File: src/rtl/store_pkg.sv
`default_nettype none
// ============================================================================
//  Module      : store_pkg
//  Description : Shared state encoding and store-size codes for the store
//                lane demultiplexer and its lane merge helper.
//  Revision    : 1.0 - initial release
// ============================================================================
package store_pkg;

   typedef enum logic [2:0] {
      IDLE,
      READ,
      WAIT,
      WRITE,
      DONE,
      ERR
   } store_state_t;

   localparam logic [1:0] SIZE_WORD = 2'd0;
   localparam logic [1:0] SIZE_HALF = 2'd1;
   localparam logic [1:0] SIZE_BYTE = 2'd2;

endpackage
`default_nettype wire

File: src/rtl/lane_merge.sv
`default_nettype none
// ============================================================================
//  Module      : lane_merge
//  Description : Combinational merge of a store operand into the byte lanes
//                of an old memory word (little-endian lane numbering).
//  Revision    : 1.0 - initial release
// ============================================================================
module lane_merge
   import store_pkg::*;
(
   input  logic [31:0] old_word,
   input  logic [31:0] data,
   input  logic [1:0]  size,
   input  logic [1:0]  offset,
   output logic [31:0] merged
);

   logic [31:0] w_mask;
   logic [31:0] w_lane;

   // Build a lane mask and a replicated operand, then splice into the old word
   always_comb begin
      w_mask = 32'h0000_0000;
      w_lane = 32'h0000_0000;
      merged = old_word;
      case (size)
         SIZE_WORD: begin
            merged = data;
         end
         SIZE_HALF: begin
            w_mask = 32'h0000_FFFF << {offset[1], 4'b0000};
            w_lane = {2{data[15:0]}};
            merged = (old_word & ~w_mask) | (w_lane & w_mask);
         end
         SIZE_BYTE: begin
            w_mask = 32'h0000_00FF << {offset, 3'b000};
            w_lane = {4{data[7:0]}};
            merged = (old_word & ~w_mask) | (w_lane & w_mask);
         end
         default: begin
            merged = old_word;
         end
      endcase
   end

endmodule
`default_nettype wire

File: src/rtl/store_lane_demux.sv
`default_nettype none
// ============================================================================
//  Module      : store_lane_demux
//  Description : Steers a word/half/byte store operand into the byte lanes of
//                a 32-bit memory word. Sub-word stores read the old word,
//                merge the new lanes and write it back.
//  Revision    : 1.0 - initial release
// ============================================================================
module store_lane_demux
   import store_pkg::*;
#(
   parameter int MEM_LAT = 1   // read latency in cycles, must be >= 1
)
(
   input  logic        Clk,
   input  logic        Reset,
   input  logic        Start,
   input  logic [1:0]  StoreSize,
   input  logic [31:0] Addr,
   input  logic [31:0] StoreData,
   input  logic [31:0] MemRdData,
   output logic [31:0] MemAddr,
   output logic        MemWrite,
   output logic [31:0] MemWrData,
   output logic        Busy,
   output logic        Done,
   output logic        AlignErr
);

   // Counter only has to hold MEM_LAT-1
   localparam int             c_CW       = (MEM_LAT > 1) ? $clog2(MEM_LAT) : 1;
   localparam logic [c_CW-1:0] c_CNT_INIT = c_CW'(MEM_LAT - 1);

   store_state_t    r_state;
   store_state_t    w_next;
   logic [31:0]     r_addr;
   logic [1:0]      r_size;
   logic [31:0]     r_data;
   logic [31:0]     r_wrdata;
   logic [c_CW-1:0] r_cnt;
   logic [31:0]     w_merged;
   logic            w_bad;

   lane_merge u_lane_merge (
      .old_word (MemRdData),
      .data     (r_data),
      .size     (r_size),
      .offset   (r_addr[1:0]),
      .merged   (w_merged)
   );

   // Misalignment / reserved-size detection on the incoming request
   always_comb begin
      w_bad = (StoreSize == 2'd3) ||
              ((StoreSize == SIZE_WORD) && (Addr[1:0] != 2'b00)) ||
              ((StoreSize == SIZE_HALF) && Addr[0]);
   end

   // Next-state logic
   always_comb begin
      w_next = r_state;
      case (r_state)
         IDLE: begin
            if (Start) begin
               if (w_bad)                         w_next = ERR;
               else if (StoreSize == SIZE_WORD)   w_next = WRITE;
               else                               w_next = READ;
            end
         end
         READ:    w_next = WAIT;
         WAIT:    if (r_cnt == '0) w_next = WRITE;
         WRITE:   w_next = DONE;
         DONE:    w_next = IDLE;
         ERR:     w_next = IDLE;
         default: w_next = IDLE;
      endcase
   end

   // State register
   always_ff @(posedge Clk or posedge Reset) begin
      if (Reset) r_state <= IDLE;
      else       r_state <= w_next;
   end

   // Request latches, wait counter and write-data capture
   always_ff @(posedge Clk or posedge Reset) begin
      if (Reset) begin
         r_addr   <= '0;
         r_size   <= '0;
         r_data   <= '0;
         r_wrdata <= '0;
         r_cnt    <= '0;
      end else begin
         if ((r_state == IDLE) && Start) begin
            r_addr <= Addr;
            r_size <= StoreSize;
            r_data <= StoreData;
            // Word stores skip the read, so the operand is the write word
            if (StoreSize == SIZE_WORD) r_wrdata <= StoreData;
         end
         if (r_state == READ) r_cnt <= c_CNT_INIT;
         if ((r_state == WAIT) && (r_cnt != '0)) r_cnt <= r_cnt - 1'b1;
         if ((r_state == WAIT) && (r_cnt == '0)) r_wrdata <= w_merged;
      end
   end

   assign MemAddr   = {r_addr[31:2], 2'b00};
   assign MemWrData = r_wrdata;
   assign MemWrite  = (r_state == WRITE);
   assign Busy      = (r_state != IDLE);
   assign Done      = (r_state == DONE) || (r_state == ERR);
   assign AlignErr  = (r_state == ERR);

endmodule
`default_nettype wire

File: config.mk
export PLATFORM = sky130hd
export DESIGN_NAME = store_lane_demux
export DESIGN_NICKNAME = d
export VERILOG_FILES = /design/src/rtl/store_pkg.sv /design/src/rtl/lane_merge.sv /design/src/rtl/store_lane_demux.sv
export SDC_FILE = /design/constraint.sdc
export NUM_CORES = 1
export LEC_CHECK = 0
export BUFFER_PORTS_ARGS = -buffer_cell sky130_fd_sc_hd__buf_4
export CORE_AREA = 2 2 100 102
export DETAILED_ROUTE_END_ITERATION = 6
export DIE_AREA = 0 0 102 104
export PLACE_DENSITY = 0.94
export SLEW_MARGIN = 20
export SYNTH_ARGS = -nofsm -noshare
export SYNTH_HDL_FRONTEND = slang
export SYNTH_SLANG_ARGS = --single-unit
File: constraint.sdc
create_clock -name Clk -period 4.3 [get_ports Clk]
set_input_delay 0.215 -clock Clk [delete_from_list [all_inputs] [get_ports Clk]]
set_output_delay 0.215 -clock Clk [all_outputs]
set_load 0.02 [all_outputs]
# Word-level counts from Yosys, hierarchy flattened
# Cells that the tools add are included.
# word_totals
regBits	102
latch_bits	0
ram_bits	0
rom_bits	0
inputBits	101
output_inout_bits	68
elab_cells	58
n_memories	0
# op_classes
add_sub_neg	1
mul	0
div_mod_pow	0
n_lt_le_gt_ge	0
n_eq_ne	11
shifts	2
muxes	11
bitwise_logic	9
n_reduce_logical	18
# ops
operator	n
$and A32 B32 Y32	4
$mux W32	3
$pmux W32 S3	1
$not A32 Y32	2
$or A32 B32 Y32	2
$shl A16 B5 Y32 const A	1
$shl A8 B5 Y32 const A	1
$pmux W3 S4	1
$mux W3	3
$reduce_bool A2 Y1	4
$eq A3 B2 Y1 const B	2
$eq A3 B3 Y1 const B	2
$logic_and A1 B1 Y1	5
$eq A2 B1 Y1 const B	2
$eq A2 B2 Y1 const B	2
$logic_not A2 Y1	2
$ne A2 B2 Y1 const B	2
$reduce_and A2 Y1	2
$eq A3 B1 Y1 const B	1
$logic_not A3 Y1	1
$logic_or A1 B1 Y1	3
$reduce_bool A3 Y1	1
$mux W1	2
$mux W2	1
2 further kinds	2

# Longest topological paths before layout
# Gate-level depths: netlist of run 1.
# logic_depth
word_depth	7
mapped_depth	7
ltp_nobuf	4

# By module
# A second synthesis of run 1 with hierarchy kept.
# unflattened
cells_unflattened	502
area_unflattened_um2	5378.9
# modules_own_cells
mod	instances	cells_per_inst	area_per_inst_um2	seq_area_each_um2
store_lane_demux	1	379	4490.6	2552.4
lane_merge	1	123	888.4	0.0

# Least setup slack after synthesis of run 1
# No wires, ideal clock.
# synth_path
kind	flip-flop to flip-flop
from	register r_state[0]
to	register r_addr[25]
setup_ns	0.127
t_arrival_ns	1.706
required_ns	4.173
path_slack_ns	2.466
stages_incl_launch_ff	7
path_buffers	3
synth_period_minus_slack_ns	1.834
cell_sequence	dfrtp_1 -> nor3_2 -> and2_1 -> buf_2 -> buf_4 -> buf_4 -> mux2_1
# synth_between
elab_chain_len	2
# synth_rtl
element	line	text
from (decl)	store_lane_demux.sv:34	store_state_t r_state;
from (signal assigned)	store_lane_demux.sv:82	else r_state <= w_next;
$logic_not A3 Y1	store_lane_demux.sv:94	if ((r_state == IDLE) && Start) begin
$logic_and A1 B1 Y1	store_lane_demux.sv:94	
to (signal assigned)	store_lane_demux.sv:95	r_addr <= Addr;
to (decl)	store_lane_demux.sv:36	logic [31:0] r_addr;
# No other way between the ends.
# A chain may end at the register's enable or synchronous reset.

# Final worst setup path of run 1
# layout_path
from	register r_state[0]
to	register r_addr[18]
# Same word-level chain as after synthesis.

==> results of run 1 <==
[per-layer routing]
metal,up-vias,wire length (um),share of wire (%)
met5,-,0,0
met4,0,389,2.9
met1,1996,5020,38
li1,1855,-,-
met3,32,1180,8.9
met2,184,6650,50
[flip-flops by register name, summed over array words and instances, names as in the netlist]
signal / count
MemWrData: 32
r_addr: 32
r_cnt: 1
r_data: 32
r_size: 2
r_state: 3
[cell usage in the layout, fill, tap and decap left out, types with 2 or more instances in the layout]
master and n:
sky130_fd_sc_hd__mux2i_1 9, sky130_fd_sc_hd__clkbuf_8 10, sky130_fd_sc_hd__mux2_2 60, sky130_fd_sc_hd__nand2_1 24, sky130_fd_sc_hd__inv_1 5, sky130_fd_sc_hd__and2_2 2
sky130_fd_sc_hd__a211oi_1 17, sky130_fd_sc_hd__clkinv_2 3, sky130_fd_sc_hd__nor2_1 25, sky130_fd_sc_hd__nor2b_1 3, sky130_fd_sc_hd__nor3b_1 2, sky130_fd_sc_hd__o21ai_0 5
sky130_fd_sc_hd__a31oi_1 16, sky130_fd_sc_hd__a22oi_1 2, sky130_fd_sc_hd__mux2_1 5, sky130_fd_sc_hd__a221o_1 8, sky130_fd_sc_hd__o21ai_1 8, sky130_fd_sc_hd__clkbuf_1 2
sky130_fd_sc_hd__conb_1 2, sky130_fd_sc_hd__a21oi_1 31, sky130_fd_sc_hd__buf_4 171, sky130_fd_sc_hd__dfrtp_1 102, sky130_fd_sc_hd__a221oi_1 16, sky130_fd_sc_hd__nand2b_1 9
sky130_fd_sc_hd__nand3_1 10, sky130_fd_sc_hd__and3_1 8, sky130_fd_sc_hd__a21oi_2 3
[worst min-delay path by stage]
| stage | slack, ps | from | end |
|---|---|---|---|
| floorplan | 330 | Addr[1] | r_addr[1] |
| global placement | 410 | Reset | r_addr[14] |
| detailed placement | 420 | Reset | r_addr[14] |
| CTS | 30 | Reset | r_addr[14] |
| global route | 60 | Reset | r_addr[14] |
| finish | -5 | Reset | r_addr[14] |
[per-stage QoR]
stage	total power, mW	utilization [%]	instance area [um2]	instances
floorplan	3.74	-	5120	453
CTS	4.99	66.1	6310	711
detailed placement	4.45	64.3	6140	695
global route	5.29	66.1	6310	711
finish	4.98	66.1	6310	711
global placement	4.31	64.3	6140	695
[where the power goes]
| part | internal [mW] | switching (mW) |
|---|---|---|
| registers | 1.46 | 0.431 |
| logic | 1.19 | 1.36 |
| clock network | 0.225 | 0.324 |
| total | 2.87 | 2.12 |
[cell families (layout without fill, tap and decap cells)]
family | count (synthesis) | after routing | synth area share [%]
buf+inv | 68 | 193 | 9.07
xor+xnor | 1 | 1 | 0.171
simple gates | 93 | 93 | 9.56
compound gates | 113 | 113 | 15.2
other cells | 1 | 2 | 0.0733
mux | 74 | 74 | 16.1
flops | 102 | 102 | 49.9
[worst max-delay path, cell delays in order (launching register included)]
cell and delay, ps:
sky130_fd_sc_hd__dfrtp_1 490, sky130_fd_sc_hd__nor3_2 210, sky130_fd_sc_hd__buf_4 330, sky130_fd_sc_hd__and2_2 490
sky130_fd_sc_hd__buf_4 610, sky130_fd_sc_hd__mux2_2 420
[cell type report]
type / count / area (um2)
inverter: 6 / 25.0
multi-input combinational: 283 / 2110
timing repair buffer: 171 / 1280
fill: 784 / 3240
tap: 133 / 166
sequential: 102 / 2550
clock inverter: 4 / 22.5
clock buffer: 12 / 145
==> metrics list, run 1 <==
- Die height: between 100 and 150 um
- TritonCTS built the clock tree.
- The average instance in the mapped netlist occupies 11.3 um2.
- Number of max-slew violations in the final report: 0
* Largest cells by area after synthesis: sky130_fd_sc_hd__dfrtp_1 (50%), sky130_fd_sc_hd__mux2_2 (13%), sky130_fd_sc_hd__buf_4 (5.0%), sky130_fd_sc_hd__a21oi_1 (3.0%), sky130_fd_sc_hd__a221oi_1 (2.7%)
- The final layout contains routed wiring with a total length of 13.2 mm.
* Effective utilization at floorplan: 53.6%
* Violated checks: hold timing
- Crit Path Class: flop to flop
- Total core area: 0.00955 mm2
* Met2 demand-to-capacity share in global routing: 42.1%
- Along the worst path, the maximum fanout reaches 52.
- In the final layout, the share of cells above drive strength 1 is 44.6%.
* Post-cts sizing count: 0
- In this run the clock root is driven by a sky130_fd_sc_hd__clkbuf_8.
* Number of different library cells in the post-synthesis netlist: 48
- Proportion of synthesized chip area in sequential cells: 49.9%
* Hold_buf cts: 0
- After synthesis the netlist holds a flip-flop and latch count of 102.
* Max-cap violations: 0
* Most frequently used cell type in the post-synthesis netlist: sky130_fd_sc_hd__dfrtp_1
- Arrival time at the worst endpoint: 2960 ps
- At the placement stage, the worst setup path has a slack of between 1500 and 2000 ps.
- Summing over every cut layer, the via total after detailed routing is 4,067.
- In this run the remaining antenna-violating nets after routing total 0.
- IO buf count: between 150 and 200
- Power spread over the standard cell area amounts to 790 mW/mm2.
* Result of the run: complete, but fails checks
- The top cell type by area accounts for 49.9% of the synthesized area.
- Measured along the x axis, the die boundary spans 102 um.
- Global routing's busiest layer: met2
- The initialized floorplan defines 36 standard-cell rows.
* # setup viols final: 0
- After clock tree synthesis, the clock-pin slew on the worst setup and hold paths is 90 ps.
- First-pass iteration count of the detailed router: 4
- Fin crit period: 2710 ps
* VDD IR max: 0.413 mV
- Derived from the worst setup path, the maximum achievable clock frequency is 370 MHz.
* Count of H-tree levels built during CTS: 3
- Global-route wire length before repair: 21.1 mm
* Worst setup slack for register-to-register paths: 1590 ps
- Dividing the detail-routed wire length by the instance count gives 18.6 um.
- Pin placement for this block handled 169 I/O pins.
- The die covers 0.0106 mm2.
- For the worst-skew pair, the clock arrives at the later sink with an insertion delay of approximately 360 ps.
* First-iteration detailed-routing DRC count: 373
- The via count of the first global-routing pass was 4,265.
- The number of antenna diodes in the final layout is 0.
- Number of buffers added by the clock tree synthesis step: 9
- The count of final hold-check violations came to 2.
- Leftover overflow at the end of global routing: 0
* Endpoint of the most critical setup path: r_addr[18]
- Synth Cell Area: 0.00512 mm2
- Category of the worst setup path capture point: flop
- Measured in cells, the most critical reg-to-reg path has a length of 5.
- Number of enable flip-flop cells after synthesis: 0
- CP Launch Point: r_state[0]
* Leakage power: 2.85 nW
* Antenna violations before repair: 0
- Placer congestion estimate: 0.902
- Share of flip-flops with an asynchronous set or reset after synthesis: 100%
- For met3 alone, demand over resource in global routing was 7.39%.
* Final cycle utilization of the critical path: 62.9%
- The synthesized design spends more area on one cell type than any other, namely sky130_fd_sc_hd__dfrtp_1.
- RSZ-0062 raised after global routing: false
- Worst reg2reg startpoint: r_state[0]
- In the global route stage, met1 resource usage came out at 31.3%.
- The tree built by TritonCTS fans out to 102 sinks.
- Area grow syn2layout: 23.3%
- The worst path meets setup with 1590 ps of slack.
- For the final routed database, the setup TNS stands at 0 ps.
* Maximum number of pins on one net before global-route repair: 66
* Critical Path Start Type: flop
- The longest clock path from root to sink contains 2 buffers.
- Residual DRC count: 0
- Dividing the detail-routed via count by the number of cells gives 5.72.
- The tightest min-delay check is of the input port to async pin type.
- Setup Buffers After CTS: 0
- Req. time, crit path: 4550 ps
* Hpwl dp: 9.51 mm
- Yosys printed 0 warnings.
- Global routing used about a quarter of the available tracks across all layers.
* Main synth FF type: sky130_fd_sc_hd__dfrtp_1
- Commonest cells post-synth: sky130_fd_sc_hd__dfrtp_1 (102), sky130_fd_sc_hd__mux2_2 (60), sky130_fd_sc_hd__buf_4 (34)
* Post-synthesis cell count: 452
* Final net count: 674
- Max_slew headroom: a little over a quarter
- Slew of the pin with the lowest slew margin: 1100 ps
* Final worst clock skew: 11.9 ps
* Worst-case hold slack: -4.99 ps
* Worst r2r dst: r_addr[18]
No activity file was read; power rests on OpenSTA's default activity.
==> run 2, diff against run 1 <==
CORE_AREA = 2 2 104 106   (was 2 2 100 102)
DIE_AREA = 0 0 106 108   (was 0 0 102 104)
PLACE_DENSITY = 0.89   (was 0.94)
clock period = 2.5 ns   (was 4.3 ns; I/O delays follow)
==> metrics list, run 2 (synthesized netlist as in run 1, its figures left out) <==
- Global routing used 26.5% of the available tracks across all layers.
- Die height: 108 um
- Leftover overflow at the end of global routing: 0
* Final net count: 744
- Area grow syn2layout: 37.5%
* Placed instance area: 0.00623 mm2
* Power share of the combinational group: roughly half
- Count of H-tree levels built during CTS: 3
- Cell Rows: 37
- The flow ran to the end, and the final reports show no timing, DRC or antenna violations.
- Setup Buffers After CTS: 0
- WL per Instance: between 15 and 20 um
* Non-Filler Cell Area, Final: 0.00703 mm2
- CTS root buf: sky130_fd_sc_hd__clkbuf_8
- The detail route stage leaves a number of antenna-violating nets equal to 0.
- TritonCTS built the clock tree.
* Maximum number of pins on one net before global-route repair: 55
- Among the stages of the critical path, the cell type that occurs most often is sky130_fd_sc_hd__a21oi_2.
- On the critical path, the stage with the largest delay is an instance of sky130_fd_sc_hd__dfrtp_1.
* Final cycle utilization of the critical path: 81.4%
* Arrival time at the worst endpoint: approximately 2300 ps
* Max-cap violations: 0
* First-pass iteration count of the detailed router: 5
- Commonest cells after routing, fill and taps aside: sky130_fd_sc_hd__buf_4 (177), sky130_fd_sc_hd__dfrtp_1 (102), sky130_fd_sc_hd__dlygate4sd3_1 (62)
- Number of non-filler instances in the completed layout: 784
- Antenna violations before repair: 0
* Post-Place Setup Slack: 565 ps
- For the worst setup path, the data required time is 2760 ps.
- Setup repair after global routing left no endpoint under its margin.
- On the worst path, the slowest cell contributes a delay of 710 ps.
* Ratio of cells with drive above 1 in the final layout: 41.4%
- The routed design could run at a clock period as short as 2030 ps.
- Total buffers and inverters traversed by the critical path: 0
* Max Buffers Root-to-Sink: 2
- In this run, flip-flops and latches consume 37.0% of the power.
* Crit Path Class: flop to flop
- In this run the tightest slew margin relative to its limit is between 50% and 60%.
- The die covers 0.0114 mm2.
- For this block, the routed nets add up to 14.9 mm of wire.
* IO buf count: 166
- Aggregate negative setup slack: 0 ps
- The via count of the first global-routing pass was approximately 4.9k.
- The max-slew violation total from the final report came to 0.
* Total number of vias: 4,422
- Using the TritonRoute via totals, the vias-per-cell ratio works out to 5.64.
- Cell internal power was estimated by the tool at just over 5 mW.
- The die is 106 um wide.
- After layout, the worst setup slack is between 400 and 500 ps.
- TritonCTS created 9 clock buffers.
- Placed Cells incl. Taps: 706
- Switching power total: 3.79 mW
- VDD IR max: 0.635 mV
* Hpwl dp: approximately 9.9 mm
- After the first detailed-routing iteration, the DRC count stood at 216.
- The clock arrives with about 15 ps of skew.
- After clock tree synthesis, the clock-pin slew on the worst setup and hold paths is between 100 and 150 ps.
- In this run, the clock network consumes approximately 11% of the power.
- The count of final hold-check violations is 0.
- 0 antenna diodes ended up in the layout.
- Post-cts sizing count: 0
* Proportion of total power due to net switching: 42.8%
* Worst-case hold slack: 8.51 ps
- Hold crit path type: input port to flop
- Hold_buf cts: 61
- Number of primary I/O pins: 169
- In this run the standard cell core region covers 0.0102 mm2.
- Setup violations remaining at the end of the flow were counted as 0.
- Summing internal, switching and leakage power gives roughly 9 mW.
* Category of the worst setup path capture point: flop
* Effective utilization at floorplan: 50.0%
- Cell chain of the critical path: a21oi_2 -> a21oi_2 -> mux2i_1 -> a21oi_1
* Fin util: 68.8%
- Leakage power: 3.15 nW
- The clock net in this run drives a total of between 100 and 150 sinks.
* Placer congestion estimate: slightly above 0.9
- Clock latency of the later-clocked register in the worst-skew pair: 380 ps
- Critical Path Start Type: flop
- Family of cells with the greatest summed delay on the critical path: compound AO/OA/AOI/OAI gates
- In this run the power density over the cells is about 1300 mW/mm2.
- Global-route wire length before repair: 23.9 mm
- Static timing analysis puts the maximum clock frequency at ~490 MHz.
* Slew of the pin with the lowest slew margin: 678 ps
- Leaving out fill and tap cells, the most frequent cell in the layout is sky130_fd_sc_hd__buf_4.
- Residual DRC count: 0
* Largest fanout on the critical path: 20
run 2: cell types whose count changed in the layout (fill, tap and decap cells not counted), sizes merged:
cell and change:
clkinv +1, buf +8, dlygate4sd3 +62, clkinvlp +2, clkbuf -3
run 2: metal layers:
metal	wire [um]	vias to the layer above	track usage [%]	share of wire [%]
met1	5800	2157	31.6	39
li1	-	2009	-	-
met5	0	-	0	0
met3	1290	32	6.45	8.7
met2	7410	224	45.4	50
met4	363	0	12.7	2.4
run 2: power by group through the flow:
| stage | Clock [mW] | Sequential [mW] | Combinational (mW) |
|---|---|---|---|
| 4_1_cts | 1.00 | 3.24 | 4.57 |
| 2_1_floorplan | 0 | 3.28 | 3.15 |
| 3_5_place_dp | 0 | 3.26 | 4.47 |
| 3_3_place_gp | 0 | 3.21 | 4.32 |
| 5_1_grt | 1.07 | 3.38 | 4.95 |
| 6_report | 0.988 | 3.27 | 4.59 |
run 2: area by class of cell:
| class | count | area, um2 |
|---|---|---|
| clock buffer | 9 | 124 |
| clock inverter | 7 | 58.8 |
| fill | 736 | 3200 |
| inverter | 6 | 26.3 |
| multi-input combinational | 283 | 2110 |
| sequential | 102 | 2550 |
| tap | 136 | 170 |
| timing repair buffer | 241 | 1990 |
run 2: path summary, 6_finish.rpt:
check,startpoint,slack (ps),cells past startpoint,end
setup / recovery,r_size[1],470,4,MemWrData[7]
hold / removal,StoreSize[1],9,3,r_size[1]
setup reg to reg,r_size[1],470,4,MemWrData[7]
hold reg to reg,MemWrData[9],510,2,MemWrData[9]
max in group asynchronous,Reset,1380,4,MemWrData[31]
min in group asynchronous,Reset,400,3,r_addr[10]
run 2: worst register-to-register path, delay by kind of cell, from the launching register on:
family	cells	cell delay, ps
AOI/OAI and AO/OA	3	860
DFF	1	710
muxes	1	340
==> run 3, diff against run 2 <==
ABC_AREA = 1   (was not set)
CORE_AREA = 2 2 106 108   (was 2 2 104 106)
DIE_AREA = 0 0 108 110   (was 0 0 106 108)
PLACE_DENSITY = 0.88   (was 0.89)
clock period = 2.05 ns   (was 2.5 ns; I/O delays follow)
==> metrics list, run 3 <==
- The run finished with clean final reports.
- Cell chain of the critical path: nor2_4 -> nand3_2 -> buf_6 -> inv_2 -> buf_4 -> nand2_1 -> o21ai_0
* Number of antenna repair diodes: 0
- Hold path endpoint: r_data[11]
- Subtracting the final worst setup slack from the clock period gives about 1800 ps.
- Setup repair after global routing left no endpoint under its margin.
* Max stage delay on crit path: 500 ps
- The worst register-to-register path has a depth of 7.
- After detailed routing, the number of remaining DRC violations is 0.
* Global-route wire length before repair: around 24 mm
* Die width: 108 um
- Sequential elements use between 40 and 50% of the synthesized area.
* Placed Cells incl. Taps: roughly 1,000
* Worst Hold Depth: 3
- In this run the critical register-to-register path is launched from r_state[1].
- IO buf count: 166
- The first TritonRoute pass finished after 5 iterations.
* Vias in the first global route: 5,249
* Number of buffers added by the clock tree synthesis step: 9
* Max Clk Rate: 571 MHz
* Family of cells with the greatest summed delay on the critical path: buffers and inverters
- The die covers 0.0119 mm2.
- Crit Path Class: flop to flop
* Power share of the combinational group: 52.3%
- Along the worst path, the maximum fanout reaches between 70 and 80.
* Number of primary I/O pins: 169
* Category of the worst setup path capture point: flop
- CTS built an H-tree with a depth of 3.
* Req. time, crit path: 2300 ps
* Total number of vias: 5,237
- In the layout the commonest cells are sky130_fd_sc_hd__nand2_1 (300), sky130_fd_sc_hd__buf_4 (174), sky130_fd_sc_hd__dfrtp_1 (102).
- Counting distinct cell types in the post-synthesis netlist gives 31.
* Post-Place Setup Slack: 80.9 ps
- The core region is 0.0107 mm2.
* Leftover overflow at the end of global routing: 0
- Summed over its instances, the top area cell type makes up 48.0% of the synthesized netlist area.
* Area grow syn2layout: 35.2%
* Leakage power: ~3.9 nW
- Yosys mapped a number of flops with a built-in enable equal to 0.
- Entering global routing, the biggest net connects 76 pins.
- Among all cell types in the netlist, the one instantiated most often is sky130_fd_sc_hd__nand2_1.
- The number of antenna violations at the first check in global routing was 0.
- Number of max-slew violations in the final report: 0
* Main synth FF type: sky130_fd_sc_hd__dfrtp_1
- Hpwl dp: 10.4 mm
- After floorplanning, the core was divided into 38 placement rows.
- Clock latency on the worst-skew pair, taken at its later pin, is 370 ps.
- In this run the worst setup path begins at r_state[1].
- The number of buffers and inverters on the critical path is 3.
- The count of final hold-check violations came to 0.
- Slew of the pin with the lowest slew margin: 562 ps
- Die height: 110 um
- Setup violations remaining at the end of the flow were counted as 0.
- Routability-driven placement finished with a final weighted congestion of approximately 0.92.
- Sinks on the clock net: 102
- The tightest min-delay check is of the input port to flop type.
- In this run the post-CTS setup repair buffer count came out at 0.
* CTS tree: done
- Max Buffers Root-to-Sink: 2
- WL per Instance: 14.6 um
- The tree is rooted in a sky130_fd_sc_hd__clkbuf_8.
* Switching power total: 4.90 mW
- Cell internal pwr: 5.57 mW
* Clock network fraction of design power: 11.9%
- The slowest stage of the critical path belongs to the cell sky130_fd_sc_hd__dfrtp_1.
- Worst Slack Setup Final: roughly 300 ps
- Max-cap violations: 0
- In the final layout, the share of cells above drive strength 1 is 24.3%.
- Summing all placed instances gives a cell area of 0.00646 mm2.
- After detailed routing, the number of vias per cell comes to 5.01.
* Routed wire length: 15.2 mm
- In the finished design, the share of the clock period the worst path needs comes to 85.4%.
- CTS clock-pin slew for the worst setup and hold paths: 110 ps
* Register share of total power: 35.7%
- Worst r2r dst: r_data[4]
* Proportion of total power due to net switching: 46.8%
- A synthesized cell averages 7.39 um2.
* Yosys warning count: 0
- Largest cells by area after synthesis: sky130_fd_sc_hd__dfrtp_1 (48%), sky130_fd_sc_hd__nand2_1 (21%), sky130_fd_sc_hd__buf_4 (5.2%), sky130_fd_sc_hd__nand3_1 (4.7%), sky130_fd_sc_hd__nor2_1 (4.1%)
- Antenna-violating nets left: 0
- #FFs+latches synth: roughly 100
- Number of non-filler instances in the completed layout: 1,045
- For this run, asynchronously set or reset flops after synthesis account for 100%.
- Cell accounting for the most synthesized area: sky130_fd_sc_hd__dfrtp_1
- Critical Path Start Type: flop
- Global routing used 26.3% of the available tracks.
- Worst setup slack for register-to-register paths: 300 ps
* Count of filler cells inserted in the layout: 882
* First-iteration detailed-routing DRC count: 397
- The finished cells cover 0.00718 mm2.
- The mapped netlist covers 0.00531 mm2.
- Dividing total power by cell area gives a power density of 1460 mW/mm2.
* Final worst clock skew: roughly 14 ps
- Aggregate negative setup slack: 0 ps
- Headroom to the max-slew limit came out at 62.4%.
- By count the netlist is led by sky130_fd_sc_hd__nand2_1 (300), sky130_fd_sc_hd__dfrtp_1 (102), sky130_fd_sc_hd__nor2_1 (58).
* Final net count: between 1k and 1.5k
* Startpoint of the worst hold path: StoreData[11]
- VDD IR max: ~0.8 mV
- Leaving out fill and tap cells, the most frequent cell in the layout is sky130_fd_sc_hd__nand2_1.
- Once the floorplan was initialized, standard cells occupied 49.7% of the core.
- Post-synthesis cell count: approximately 720
- Arrival time at the worst endpoint: roughly 2000 ps
-- run 3: changes by cell type after synthesis, moves of 26 or more --
| cell | before | now |
|---|---|---|
| sky130_fd_sc_hd__nand2_1 | 24 | 300 |
| sky130_fd_sc_hd__mux2_2 | 60 | 0 |
| sky130_fd_sc_hd__inv_1 | 6 | 52 |
| sky130_fd_sc_hd__o21ai_0 | 5 | 31 |
| sky130_fd_sc_hd__nor2_1 | 25 | 58 |
| sky130_fd_sc_hd__nand3_1 | 10 | 50 |
-- run 3: worst max path at each step --
stage / endpoint / slack [ps] / cells after the start
after detailed placement: MemWrData[30] / 80 / 8
after global placement: MemWrData[30] / 100 / 8
final: r_data[4] / 300 / 7
after floorplan: MemWrData[0] / 730 / 1
after global routing: r_data[4] / 140 / 7
after CTS: MemWrData[30] / 50 / 8
-- run 3: through the flow --
stage	utilization [%]	hold WS, ps	total power [mW]
after floorplan	-	212	7.51
after global routing	67.2	38.9	11.3
after CTS	67.1	20.8	10.4
after detailed placement	60.4	75.4	9.08
after global placement	60.4	76.5	8.93
final	67.2	17.6	10.5
-- run 3: cells by family after synthesis --
family,after synthesis,share of synthesized area (%)
buffers and inverters,120,12.0
DFF,102,48.0
other,1,0.0706
and+or+nand+nor,429,33.2
AOI/OAI and AO/OA,67,6.76
-- run 3: per-layer routing --
metal,wire [um],vias to the layer above,GRT usage (%)
met4,309,0,8.70
met2,7510,232,45.6
met3,1260,31,5.88
met5,0,-,0
li1,-,2546,-
met1,6130,2428,32.7
-- run 3: timing repair --
action                                  4_1_cts  5_1_grt
hold buffers                                 53        0
endpoints found under the setup margin        0       15
resized for setup                             0        2
hold endpoints to repair                    149        0
-- run 3: area by class of cell --
type	count	area [um2]	area share, %
tap	140	175	2.44
inverter	58	224	3.12
timing repair buffer	231	1910	26.6
sequential	102	2550	35.5
clock buffer	9	124	1.72
multi-input combinational	498	2140	29.7
clock inverter	7	65.1	0.906
-- run 3: worst register-to-register path, delay by kind of cell, from the launching register on --
kind | cells | cell delay, ps
flops | 1 | 500
simple gates | 3 | 240
buf+inv | 3 | 800
compound gates | 1 | 80
-- run 3: power groups by stage --
stage | sequential (mW) | combinational (mW) | clock, mW
6_report | 3.74 | 5.48 | 1.25
3_5_place_dp | 3.73 | 5.35 | 0
5_1_grt | 3.86 | 6.09 | 1.34
4_1_cts | 3.72 | 5.45 | 1.26
3_3_place_gp | 3.72 | 5.21 | 0
2_1_floorplan | 3.87 | 3.64 | 0
